[config.mk]
export PLATFORM = sky130hd
export DESIGN_NAME = ram_ctrl
export DESIGN_NICKNAME = d
export VERILOG_FILES = /design/src/rtl/ram_ctrl_pkg.sv /design/src/rtl/ram_rsp_fifo.sv /design/src/rtl/ram_ctrl.sv
export SDC_FILE = /design/constraint.sdc
export NUM_CORES = 1
export LEC_CHECK = 0
export CAP_MARGIN = 15
export CORE_MARGIN = 5
export CORE_UTILIZATION = 45
export CTS_CLUSTER_DIAMETER = 60
export DETAILED_ROUTE_END_ITERATION = 8
export HOLD_SLACK_MARGIN = 0.03
export PLACE_DENSITY_LB_ADDON = 0.15
export SETUP_SLACK_MARGIN = 0.3
export SYNTH_ARGS = -nofsm -noshare
export SYNTH_HDL_FRONTEND = slang
export SYNTH_SLANG_ARGS = --single-unit
[constraint.sdc]
create_clock -name clk -period 3.5 [get_ports clk]
set_clock_uncertainty 0.2 [all_clocks]
set_input_delay 0.35 -clock clk [delete_from_list [all_inputs] [get_ports clk]]
set_output_delay 0.35 -clock clk [all_outputs]
set_load 0.01 [all_outputs]
[src/rtl/ram_ctrl_pkg.sv]
// Shared definitions for the SRAM controller: default geometry and FSM states.
package ram_ctrl_pkg;

  localparam int ADDR_W_DEF = 9;
  localparam int DATA_W_DEF = 8;
  localparam int DEPTH      = 512;

  typedef enum logic {
    CLEAR = 1'b0,
    RUN   = 1'b1
  } state_e;

endpackage

[src/rtl/ram_rsp_fifo.sv]
// Two-entry response FIFO with valid/ready on both sides; holds read data in
// request order and keeps the head stable until it is popped.
module ram_rsp_fifo #(
  parameter int DATA_W = 8
) (
  input  logic              clk,
  input  logic              rst,
  input  logic              in_valid,
  output logic              in_ready,
  input  logic [DATA_W-1:0] in_data,
  output logic              out_valid,
  input  logic              out_ready,
  output logic [DATA_W-1:0] out_data,
  output logic [1:0]        count
);

  logic [DATA_W-1:0] mem_q [2];
  logic              wr_ptr_q;
  logic              rd_ptr_q;
  logic [1:0]        cnt_q;
  logic [1:0]        cnt_d;
  logic              push;
  logic              pop;

  // A full FIFO can still take a push in the cycle its head is popped.
  assign in_ready  = (cnt_q != 2'd2) || out_ready;
  assign out_valid = (cnt_q != 2'd0);
  assign out_data  = mem_q[rd_ptr_q];
  assign count     = cnt_q;
  assign push      = in_valid && in_ready;
  assign pop       = out_valid && out_ready;

  // Occupancy next-state: a simultaneous push and pop leaves it unchanged.
  always_comb begin
    // NOTE: every signal driven here gets a value on every path, so no latch is inferred.
    cnt_d = cnt_q + 2'(push) - 2'(pop);
  end

  // Storage, pointers and occupancy.
  always_ff @(posedge clk) begin
    // NOTE: sequential state uses non-blocking assignments so all flops see pre-edge values.
    if (rst) begin
      // NOTE: the two entries are reset because the head drives rsp_rdata, which must read 0
      // out of reset; a real RAM array would be left unreset.
      mem_q[0] <= '0;
      mem_q[1] <= '0;
      wr_ptr_q <= 1'b0;
      rd_ptr_q <= 1'b0;
      cnt_q    <= 2'd0;
    end else begin
      if (push) begin
        mem_q[wr_ptr_q] <= in_data;
        wr_ptr_q        <= !wr_ptr_q;
      end
      if (pop) begin
        rd_ptr_q <= !rd_ptr_q;
      end
      cnt_q <= cnt_d;
    end
  end

endmodule

[src/rtl/ram_ctrl.sv]
// Single-port SRAM controller: zero-fills the macro after reset, then turns a
// valid/ready request stream into registered macro cycles and returns read
// data in order through a small response FIFO.
module ram_ctrl
  import ram_ctrl_pkg::*;
#(
  parameter int ADDR_W         = ADDR_W_DEF,
  parameter int DATA_W         = DATA_W_DEF,
  parameter bit CLEAR_ON_RESET = 1'b1
) (
  input  logic              clk,
  input  logic              rst,
  input  logic              req_valid,
  output logic              req_ready,
  input  logic              req_we,
  input  logic [ADDR_W-1:0] req_addr,
  input  logic [DATA_W-1:0] req_wdata,
  output logic              rsp_valid,
  input  logic              rsp_ready,
  output logic [DATA_W-1:0] rsp_rdata,
  output logic              init_done,
  output logic [ADDR_W-1:0] ram_a,
  output logic [DATA_W-1:0] ram_d,
  output logic              ram_cen,
  output logic              ram_wen,
  input  logic [DATA_W-1:0] ram_q
);

  state_e            state_q, state_d;
  logic [ADDR_W-1:0] clr_cnt_q, clr_cnt_d;
  logic              init_done_q, init_done_d;
  logic [ADDR_W-1:0] ram_a_q, ram_a_d;
  logic [DATA_W-1:0] ram_d_q, ram_d_d;
  logic              ram_cen_q, ram_cen_d;
  logic              ram_wen_q, ram_wen_d;
  logic              rd_pend_q, rd_pend_d;

  logic              accept;
  logic              last_clr;
  logic              rsp_pop;
  logic              fifo_in_ready;
  logic [1:0]        fifo_count;
  logic [1:0]        occupancy;

  assign last_clr = (clr_cnt_q == '1);
  assign rsp_pop  = rsp_valid && rsp_ready;

  // Credits the entry leaving this cycle so reads can stream one per cycle.
  assign occupancy = fifo_count + 2'(rd_pend_q) - 2'(rsp_pop);
  assign req_ready = (state_q == RUN) && init_done_q && fifo_in_ready
                     && (occupancy < 2'd2);
  assign accept    = req_valid && req_ready;

  assign init_done = init_done_q;
  assign ram_a     = ram_a_q;
  assign ram_d     = ram_d_q;
  assign ram_cen   = ram_cen_q;
  assign ram_wen   = ram_wen_q;

  // State register plus all registered macro pins and the in-flight read flag.
  always_ff @(posedge clk) begin
    if (rst) begin
      state_q     <= CLEAR_ON_RESET ? CLEAR : RUN;
      clr_cnt_q   <= '0;
      init_done_q <= 1'b0;
      ram_a_q     <= '0;
      ram_d_q     <= '0;
      ram_cen_q   <= 1'b1;
      ram_wen_q   <= 1'b1;
      rd_pend_q   <= 1'b0;
    end else begin
      state_q     <= state_d;
      clr_cnt_q   <= clr_cnt_d;
      init_done_q <= init_done_d;
      ram_a_q     <= ram_a_d;
      ram_d_q     <= ram_d_d;
      ram_cen_q   <= ram_cen_d;
      ram_wen_q   <= ram_wen_d;
      rd_pend_q   <= rd_pend_d;
    end
  end

  // Next state: walk the clear counter to the last address, then stay in RUN.
  always_comb begin
    state_d     = state_q;
    clr_cnt_d   = clr_cnt_q;
    init_done_d = init_done_q;
    if (state_q == CLEAR) begin
      if (last_clr) begin
        state_d = RUN;
      end else begin
        clr_cnt_d = clr_cnt_q + ADDR_W'(1);
      end
    end
    if (state_d == RUN) begin
      init_done_d = 1'b1;
    end
  end

  // Output next-values: a zero write per clear cycle, or the accepted request;
  // otherwise the macro is deselected.
  always_comb begin
    ram_a_d   = ram_a_q;
    ram_d_d   = ram_d_q;
    ram_cen_d = 1'b1;
    ram_wen_d = 1'b1;
    rd_pend_d = 1'b0;
    if (state_q == CLEAR) begin
      ram_a_d   = clr_cnt_q;
      ram_d_d   = '0;
      ram_cen_d = 1'b0;
      ram_wen_d = 1'b0;
    end else if (accept) begin
      ram_a_d   = req_addr;
      ram_d_d   = req_wdata;
      ram_cen_d = 1'b0;
      ram_wen_d = !req_we;
      rd_pend_d = !req_we;
    end
  end

  // Read data is captured from ram_q one edge after the request reached the pins.
  ram_rsp_fifo #(
    .DATA_W(DATA_W)
  ) u_rsp_fifo (
    .clk      (clk),
    .rst      (rst),
    .in_valid (rd_pend_q),
    .in_ready (fifo_in_ready),
    .in_data  (ram_q),
    .out_valid(rsp_valid),
    .out_ready(rsp_ready),
    .out_data (rsp_rdata),
    .count    (fifo_count)
  );

endmodule

==> flow_summary.toml, run 1 <==
[run_status]
status = "finished clean"

[sta]
hold_viol = 0
setup_tns_ns = 0
setup_viol = 0
period_share = 0.863
min_period_ns = 3.02
worst_slew_pin_slew_ns = 0.815
drv_slew = 0
slew_headroom = 0.455
fmaxAchievable_ghz = 0.331
grt_setup_unrepaired = "no"

[clock_network]
cts-root-buf = "clkbuf_8"
clockBufferDepth = 2
ctsHtreeMaxLevel = 2
clkTransAtPathRegs_ns = 0.10
hold_buffers = 0
cts_tree = "built"
numCtsBuffers = 5
clk_latency_ns = 0.31
cts.sinks = 52

[synth]
yosysSeqAreaShare = 0.533
ys_warn_count = 0
synth.cell_area_mm2 = 0.00225
avgSynthCellArea_um2 = 9.71
ys_async_sr_fraction = 0
synth_fp_nets = 266
synthFlopType = "dfxtp_1"
netlist_instances = 232
synth_edf_count = 16
synth.distinct_cells = 35
ys_ff_latch = 52

[critical_path]
reg2reg_slack_ns = 0.90
crit_type = "flip-flop to output pin"
crit_fanout = 6
start_kind = "flip-flop"
cp-end-kind = "output pin"
required_ns = 2.95
crit_arrival_ns = 2.47

[routing]
vias = 1754
firstDrtPassIters = 4
vias_per_cell = 4.89
wl_mm = 4.88
wl_per_cell_um = 13.6
drc = 0
drtIter0Drc = 87
ant_nets = 0

[placement]
io_buffers = 59
gp_congestion = 0.732
placed_cell_area_mm2 = 0.00289
hpwl_mm = 3.37

[pwr]
vdd.ir_drop.worst_mv = 0.260
power_leakage_nw = 1.11
p_per_area_mw_per_mm2 = 394

[worst_hold_path]
hold_path_class = "flip-flop to flip-flop"

[layout]
diodes = 0
final_area_mm2 = 0.00301
nFillCells = 400
area_delta_synth_final_pct = 33.5
multi_input_area_um2 = 1000
seq_area_mm2 = 0.00120
layout-drive-gt1-share = 0.106
fin_nets = 325
layout.cells.most_common = "clkdlybuf4s50_1"
final_cell_mix = "clkdlybuf4s50_1, nor2_1, dfxtp_1, nand2_1, a21oi_1"

[global_route]
overflow = 0
grt_pass1_vias = 1641
track_usage = 0.158
grt_max_degree = 34
antenna_found_initial = 0
grt_pass1_wl_mm = 7.86

[die]
die_h_um = 80.8
dieArea_mm2 = 0.00652
rows = 25
fp.dieW_um = 80.8
core_mm2 = 0.00479
initial_utilization = 0.471
ios = 60

[flow_run]
cap_viol_max_count = 0
where the power goes:
group          leakage, nW  internal (mW)  switching [mW]
clock network       0.0485          0.144           0.201
logic                0.602          0.112          0.0679
registers            0.457          0.640          0.0188
total                 1.11          0.896           0.287
area by class of cell:
class                   count  area share
clock buffers               5      0.0229
clock inverters             3     0.00749
inverters                   3     0.00374
multi-input cells         166       0.332
flip-flops and latches     52       0.400
well taps                  67      0.0279
repair buffers             63       0.206
registers in the layout, indices dropped and copies added, names as in the netlist, named ones only:
register / count
state_q: 1
u_rsp_fifo.mem_q: 16
ram_a: 9
ram_cen: 1
u_rsp_fifo.wr_ptr_q: 1
ram_d: 8
clr_cnt_q: 9
u_rsp_fifo.rd_ptr_q: 1
rd_pend_q: 1
init_done: 1
ram_wen: 1
u_rsp_fifo.count: 2
cells by family (layout without fill, tap and decap cells):
kind of cell,count (synthesis),count (layout),synth area share
AO/OA/AOI/OAI,38,38,0.0894
XOR/XNOR,10,10,0.0472
adder cells (fa/ha/maj),4,4,0.0222
buffers and inverters,14,74,0.0305
flip-flops,52,52,0.533
multiplexers,11,11,0.0611
AND/OR/NAND/NOR,103,103,0.217
per-stage QoR:
stage                     setup slack [ns]  total power [mW]  hold slack [ns]  instances   util
after global routing                 0.381              1.24            0.290        359  0.628
after global placement               0.329             0.837            0.243        350  0.604
final                                0.480              1.18            0.262        359  0.628
after detailed placement             0.271             0.838            0.250        350  0.604
after floorplan                      0.952             0.758            0.227        232      -
after CTS                            0.372              1.19            0.264        359  0.626
cells in the mapped netlist (all sizes together), types with 2 or more instances:
library cell / n / area (um^2)
or3: 2 / 12.5
buf: 4 / 31.3
nand2: 23 / 86.3
edfxtp: 16 / 480
nor2: 43 / 169
nand3: 3 / 15.0
mux2: 9 / 105
inv: 3 / 11.3
ha: 4 / 50.1
nor2b: 2 / 20.0
xnor2: 4 / 53.8
and3: 2 / 12.5
nand4: 4 / 25.0
nor3: 3 / 15.0
a21oi: 21 / 109
or2: 2 / 12.5
xor2: 6 / 52.6
clkbuf: 7 / 26.3
dfxtp: 36 / 721
o21ai: 14 / 70.1
mux2i: 2 / 32.5
a21o: 2 / 15.0
and2: 17 / 106
metal layers:
metal  GRT usage  wire, um
met3      0.0377       276
met4      0.0557        66
met1       0.220      2320
met2       0.242      2210
met5           0         0
repair_timing:
item	CTS	global route
endpoints found under the setup margin	1	1
hold endpoints to repair	0	0
gates resized for setup	3	1
buffers inserted	1	0
final timing paths:
path	start	to	cells past startpoint
worst max-delay path	u_rsp_fifo.count[1]	req_ready	8
worst min register to register	ram_d[7]	ram_d[7]	2
worst min-delay path	ram_d[7]	ram_d[7]	2
worst max register to register	u_rsp_fifo.count[1]	ram_a[7]	8
critical path: stages, from the launching register on:
cell           delay [ns]
dfxtp_2              0.36
or2_2                0.30
and2_1               0.21
ha_4                 0.26
nor2b_4              0.15
xnor2_4              0.17
mux2i_2              0.26
and3_1               0.17
dlygate4sd2_1        0.27
Note: power is estimated with default switching activity, not from simulation.
==> inputs of run 2 (changes only) <==
- ABC_AREA: not set -> 1
- PLACE_DENSITY: not set -> 0.75
- PLACE_DENSITY_LB_ADDON: 0.15 -> not set
==> run 2 against run 1 <==
Effect of this change:
- non-clock buffer count rose by 1
- clock power is 4% lower
- critical path depth grew 2
- cell area increased by 1.4%
- register-to-register slack gained 0.34 ns
- maximum frequency increased by 5.3%
- total power shrank 5.7%
==> flow_summary.toml, run 2 <==
[layout]
layout-drive-gt1-share = 0.0737
final_area_mm2 = 0.00305
layout.cells.most_common = "clkdlybuf4s50_1"
final_util = 0.605
largest_register = "u_rsp_fifo.mem_q"
nFillCells = 465
largest_reg_flops = 16
diodes = 0
area_delta_synth_final_pct = 32.9
final_cell_mix = "clkdlybuf4s50_1, nand2_1, nor2_1, dfxtp_1, inv_1"
fin_nets = 372

[sta]
period_share = 0.820
hold_viol = 0
hold_ws_ns = 0.264
worst_slew_pin_slew_ns = 0.408
fmaxAchievable_ghz = 0.348
setup_tns_ns = 0
drv_slew = 0
setup_viol = 0
fin_ws_ns = 0.631
slew_headroom = 0.727
min_period_ns = 2.87
grt_setup_unrepaired = "no"

[pwr]
vdd.ir_drop.worst_mv = 0.172
p_per_area_mw_per_mm2 = 366
power_leakage_nw = 1.21

[routing]
ant_nets = 0
drtIter0Drc = 44
wl_per_cell_um = 12.1
vias_per_cell = 4.70
drc = 0
firstDrtPassIters = 4
met3_length_um = 292
wirelength_met1_mm = 2.17
wl_mm = 4.94
vias = 1924
met2_length_mm = 2.42
top_layer_used = "met4"

[global_route]
track_usage = 0.157
grt_pass1_vias = 1808
grt_max_degree = 33
grt_pass1_wl_mm = 8.16
overflow = 0
antenna_found_initial = 0

[clock_network]
hold_buffers = 0
numCtsBuffers = 5
cts-root-buf = "clkbuf_8"
cts.sinks = 52
ctsHtreeMaxLevel = 2
clockBufferDepth = 2
cts_setup_buffers = 0
clkTransAtPathRegs_ns = 0.09
cts_resized = 0
clk_latency_ns = 0.30
cts_tree = "built"

[critical_path]
worstPathCellList = "inv_1 > nand2_1 > nand2_1 > inv_1 > ha_1 > nor2_1 > nand3_1 > a21oi_2 > buf_4 > clkdlybuf4s50_1"
critPathSlowestCell = "clkdlybuf4s50_1"
crit_arrival_ns = 2.32
start_kind = "flip-flop"
crit_fanout = 9
path_buf_inv = 4
crit_type = "flip-flop to output pin"
cp-end-kind = "output pin"
max_stage_delay_ns = 0.54
required_ns = 2.95
crit_family = "buffers and inverters"

[placement]
pre_cts_ws_ns = 0.672
gp_congestion = 0.845
io_buffers = 59
placed_cell_area_mm2 = 0.00296
hpwl_mm = 3.70

[synth]
ys_ff_latch = 52
synth.cell_area_mm2 = 0.00229
yosys-top-cells-area = "dfxtp_1, edfxtp_1, nand2_1, nor2_1, a21oi_1"
synth_edf_count = 16
synth_top_cells_by_count = "nand2_1, nor2_1, dfxtp_1, inv_1, a21oi_1"
synth_top_area_share = 0.314
synth_fp_nets = 311
netlist_instances = 277
ys_async_sr_fraction = 0
synth_most_common_cell = "nand2_1"
ys_warn_count = 0
synth.distinct_cells = 25
synth_top_area_cell = "dfxtp_1"
yosysSeqAreaShare = 0.523
avgSynthCellArea_um2 = 8.28
synthFlopType = "dfxtp_1"

[die]
die_h_um = 81.4
rows = 26
core_mm2 = 0.00504
dieArea_mm2 = 0.00663
initial_utilization = 0.455
fp.dieW_um = 81.4
ios = 60

[flow_run]
cap_viol_max_count = 0

[worst_hold_path]
hold_path_class = "flip-flop to flip-flop"

[run_status]
status = "finished clean"
run 2: stage by stage:
step,std cells,total power [mW]
after detailed placement,401,0.802
after CTS,409,1.13
final,409,1.12
after floorplan,277,0.728
after global placement,401,0.799
after global routing,409,1.17
run 2: layout make-up:
type / instances / area [um^2] / share of cell area
clock buffer: 5 / 68.8 / 0.0226
tap: 70 / 87.6 / 0.0287
timing repair buffer: 64 / 628 / 0.206
clock inverter: 3 / 18.8 / 0.00616
sequential: 52 / 1200 / 0.394
multi-input combinational: 185 / 932 / 0.306
inverter: 30 / 113 / 0.0369
run 2: worst reg2reg max path, cell delays in order (launching register included):
cell and delay [ns]:
dfxtp_1 0.39, inv_1 0.09, nand2_1 0.09, nand2_1 0.05, inv_1 0.10, ha_1 0.26
nor2_1 0.11, nand3_1 0.11, nand2_1 0.12, nand3_4 0.24, nand2_1 0.26, nand2_1 0.07
nand2_1 0.06, nor2_1 0.03
run 2: cell families after synthesis:
group | after synthesis | synth area share
flops | 52 | 0.523
compound gates | 40 | 0.0900
mux | 9 | 0.0436
simple gates | 131 | 0.247
fa+ha+maj | 4 | 0.0218
buf+inv | 40 | 0.0703
xor+xnor | 1 | 0.00382
run 2: worst paths after layout:
| check | cells past startpoint | startpoint | slack, ns | end |
|---|---|---|---|---|
| worst max-delay path | 10 | u_rsp_fifo.count[1] | 0.63 | req_ready |
| worst max register to register | 13 | u_rsp_fifo.count[1] | 1.24 | ram_a[8] |
| worst min register to register | 1 | u_rsp_fifo.rd_ptr_q | 0.26 | u_rsp_fifo.rd_ptr_q |
| worst min-delay path | 1 | u_rsp_fifo.rd_ptr_q | 0.26 | u_rsp_fifo.rd_ptr_q |
run 2: where the power goes:
group | switching, mW | total [mW] | internal [mW]
clock | 0.191 | 0.329 | 0.138
sequential | 0.0121 | 0.649 | 0.637
combinational | 0.0604 | 0.138 | 0.0773
run 2: routing by layer:
metal,up-vias,GRT usage
met2,39,0.260
met4,0,0.0507
met3,5,0.0373
li1,1021,-
met5,-,0
met1,859,0.202
==> inputs of run 3 (changes only) <==
- CORE_UTILIZATION: 45 -> 43
- clock period: 3.5 -> 2.6 ns (I/O delays scaled with it)
==> run 3 against run 2 <==
Effect of this change:
- non-clock buffer count grew 3
- critical path depth shrank 8
- combinational power grew 43%
- utilization grew 0.41 points
- count of clock-buffer cells in the layout grew 2
- flip-flop and latch count is the same
- clock power grew 84%
- global-route usage shrank 0.57 points
- die area grew 4.1%
==> flow_summary.toml, run 3 (synthesis gave the netlist of run 2 again) <==
[pwr]
p_per_area_mw_per_mm2 = 536
vdd.ir_drop.worst_mv = 0.288
power_leakage_nw = 1.26

[placement]
placed_cell_area_mm2 = 0.00298
io_buffers = 59
dp_cells = 404
pre_cts_ws_ns = 0.0759
gp_congestion = 0.859
hpwl_mm = 3.83

[global_route]
grt_pass1_wl_mm = 8.82
grt_pass1_vias = 1902
track_usage = 0.152
grt_max_degree = 25
overflow = 0
antenna_found_initial = 0

[layout]
final_area_mm2 = 0.00313
largest_reg_flops = 16
fin_nets = 375
instances_no_fill = 412
final_cell_mix = "nand2_1, clkdlybuf4s50_1, nor2_1, dfxtp_1, inv_1"
layout-drive-gt1-share = 0.0965
largest_register = "u_rsp_fifo.mem_q"
area_delta_synth_final_pct = 36.4
diodes = 0

[die]
rows = 26
initial_utilization = 0.446
dieArea_mm2 = 0.00690
die_h_um = 83.1
ios = 60
fp.dieW_um = 83.1
core_mm2 = 0.00514

[critical_path]
crit_fanout = 8
reg2reg_slack_ns = 0.52
critPathSlowestCell = "dfxtp_1"
crit_type = "flip-flop to output pin"
required_ns = 2.14
worstPathCellList = "mux2_2 > clkdlybuf4s50_1"
start_kind = "flip-flop"
cp-end-kind = "output pin"
crit_arrival_ns = 1.73
max_stage_delay_ns = 0.55

[clock_network]
clkTransAtPathRegs_ns = 0.09
ctsHtreeMaxLevel = 2
cts_tree = "built"
clockBufferDepth = 2
cts.sinks = 52
numCtsBuffers = 5
clk_latency_ns = 0.31
cts-root-buf = "clkbuf_8"

[run_status]
status = "finished clean"

[worst_hold_path]
hold_path_class = "flip-flop to flip-flop"

[flow_run]
cap_viol_max_count = 0

[routing]
vias_per_cell = 4.77
ant_nets = 0
wl_per_cell_um = 12.6
drtIter0Drc = 85
firstDrtPassIters = 4
vias = 1967
wl_mm = 5.20
drc = 0

[sta]
fin_ws_ns = 0.414
grt_setup_unrepaired = "no"
slew_headroom = 0.745
setup_tns_ns = 0
hold_viol = 0
period_share = 0.841
min_period_ns = 2.19
setup_viol = 0
fmaxAchievable_ghz = 0.457
hold_ws_ns = 0.260
drv_slew = 0
worst_slew_pin_slew_ns = 0.382
## run 3: cell count changes in the layout (fill, tap and decap cells not counted), sizes merged
cell / before / now
buf: 5 / 9
bufinv: 0 / 1
clkbuf: 5 / 7
clkdlybuf4s50: 59 / 58
clkinv: 1 / 0
clkinvlp: 2 / 0
## run 3: metrics by stage
stage | utilization | total power, mW
2_1_floorplan | - | 0.980
6_report | 0.609 | 1.68
3_5_place_dp | 0.581 | 1.09
3_3_place_gp | 0.581 | 1.08
4_1_cts | 0.604 | 1.68
5_1_grt | 0.609 | 1.75
## run 3: per-layer routing
metal | vias up | global-route usage | routed length [um]
li1 | 1025 | - | -
met1 | 886 | 0.194 | 2370
met2 | 51 | 0.258 | 2490
met3 | 5 | 0.0386 | 282
met4 | 0 | 0.0312 | 53
met5 | - | 0 | 0
## run 3: report_power, final
group | switching [mW] | internal, mW | total (mW)
logic | 0.0859 | 0.111 | 0.197
registers | 0.0167 | 0.858 | 0.875
clock network | 0.260 | 0.346 | 0.607
total | 0.363 | 1.32 | 1.68
## run 3: worst paths after layout
kind | from | endpoint | depth (start not counted)
setup / recovery | flip-flop | rsp_rdata[4] | 2
hold / removal | u_rsp_fifo.rd_ptr_q | flip-flop | 1
setup reg to reg | u_rsp_fifo.count[0] | ram_a[3] | 12
hold reg to reg | u_rsp_fifo.rd_ptr_q | flip-flop | 1
## run 3: cell type report
type                       count  area (um^2)
fill                         472         2010
sequential                    52         1200
multi-input combinational    185          950
timing repair buffer          67          649
inverter                      30          113
clock buffer                   7         97.6
tap                           70         87.6
clock inverter                 1         30.0
## run 3: worst max-delay path: cells and delay by family, from the launching register on
kind	cells	cell delay (ns)
flops	1	0.55
buf+inv	1	0.48
mux	1	0.39
## run 3: timing repair
item	CTS	global route
endpoints found under the setup margin	1	12
setup buffers	0	0
hold buffers	0	0
resized for setup	4	6
pin swaps	1	3
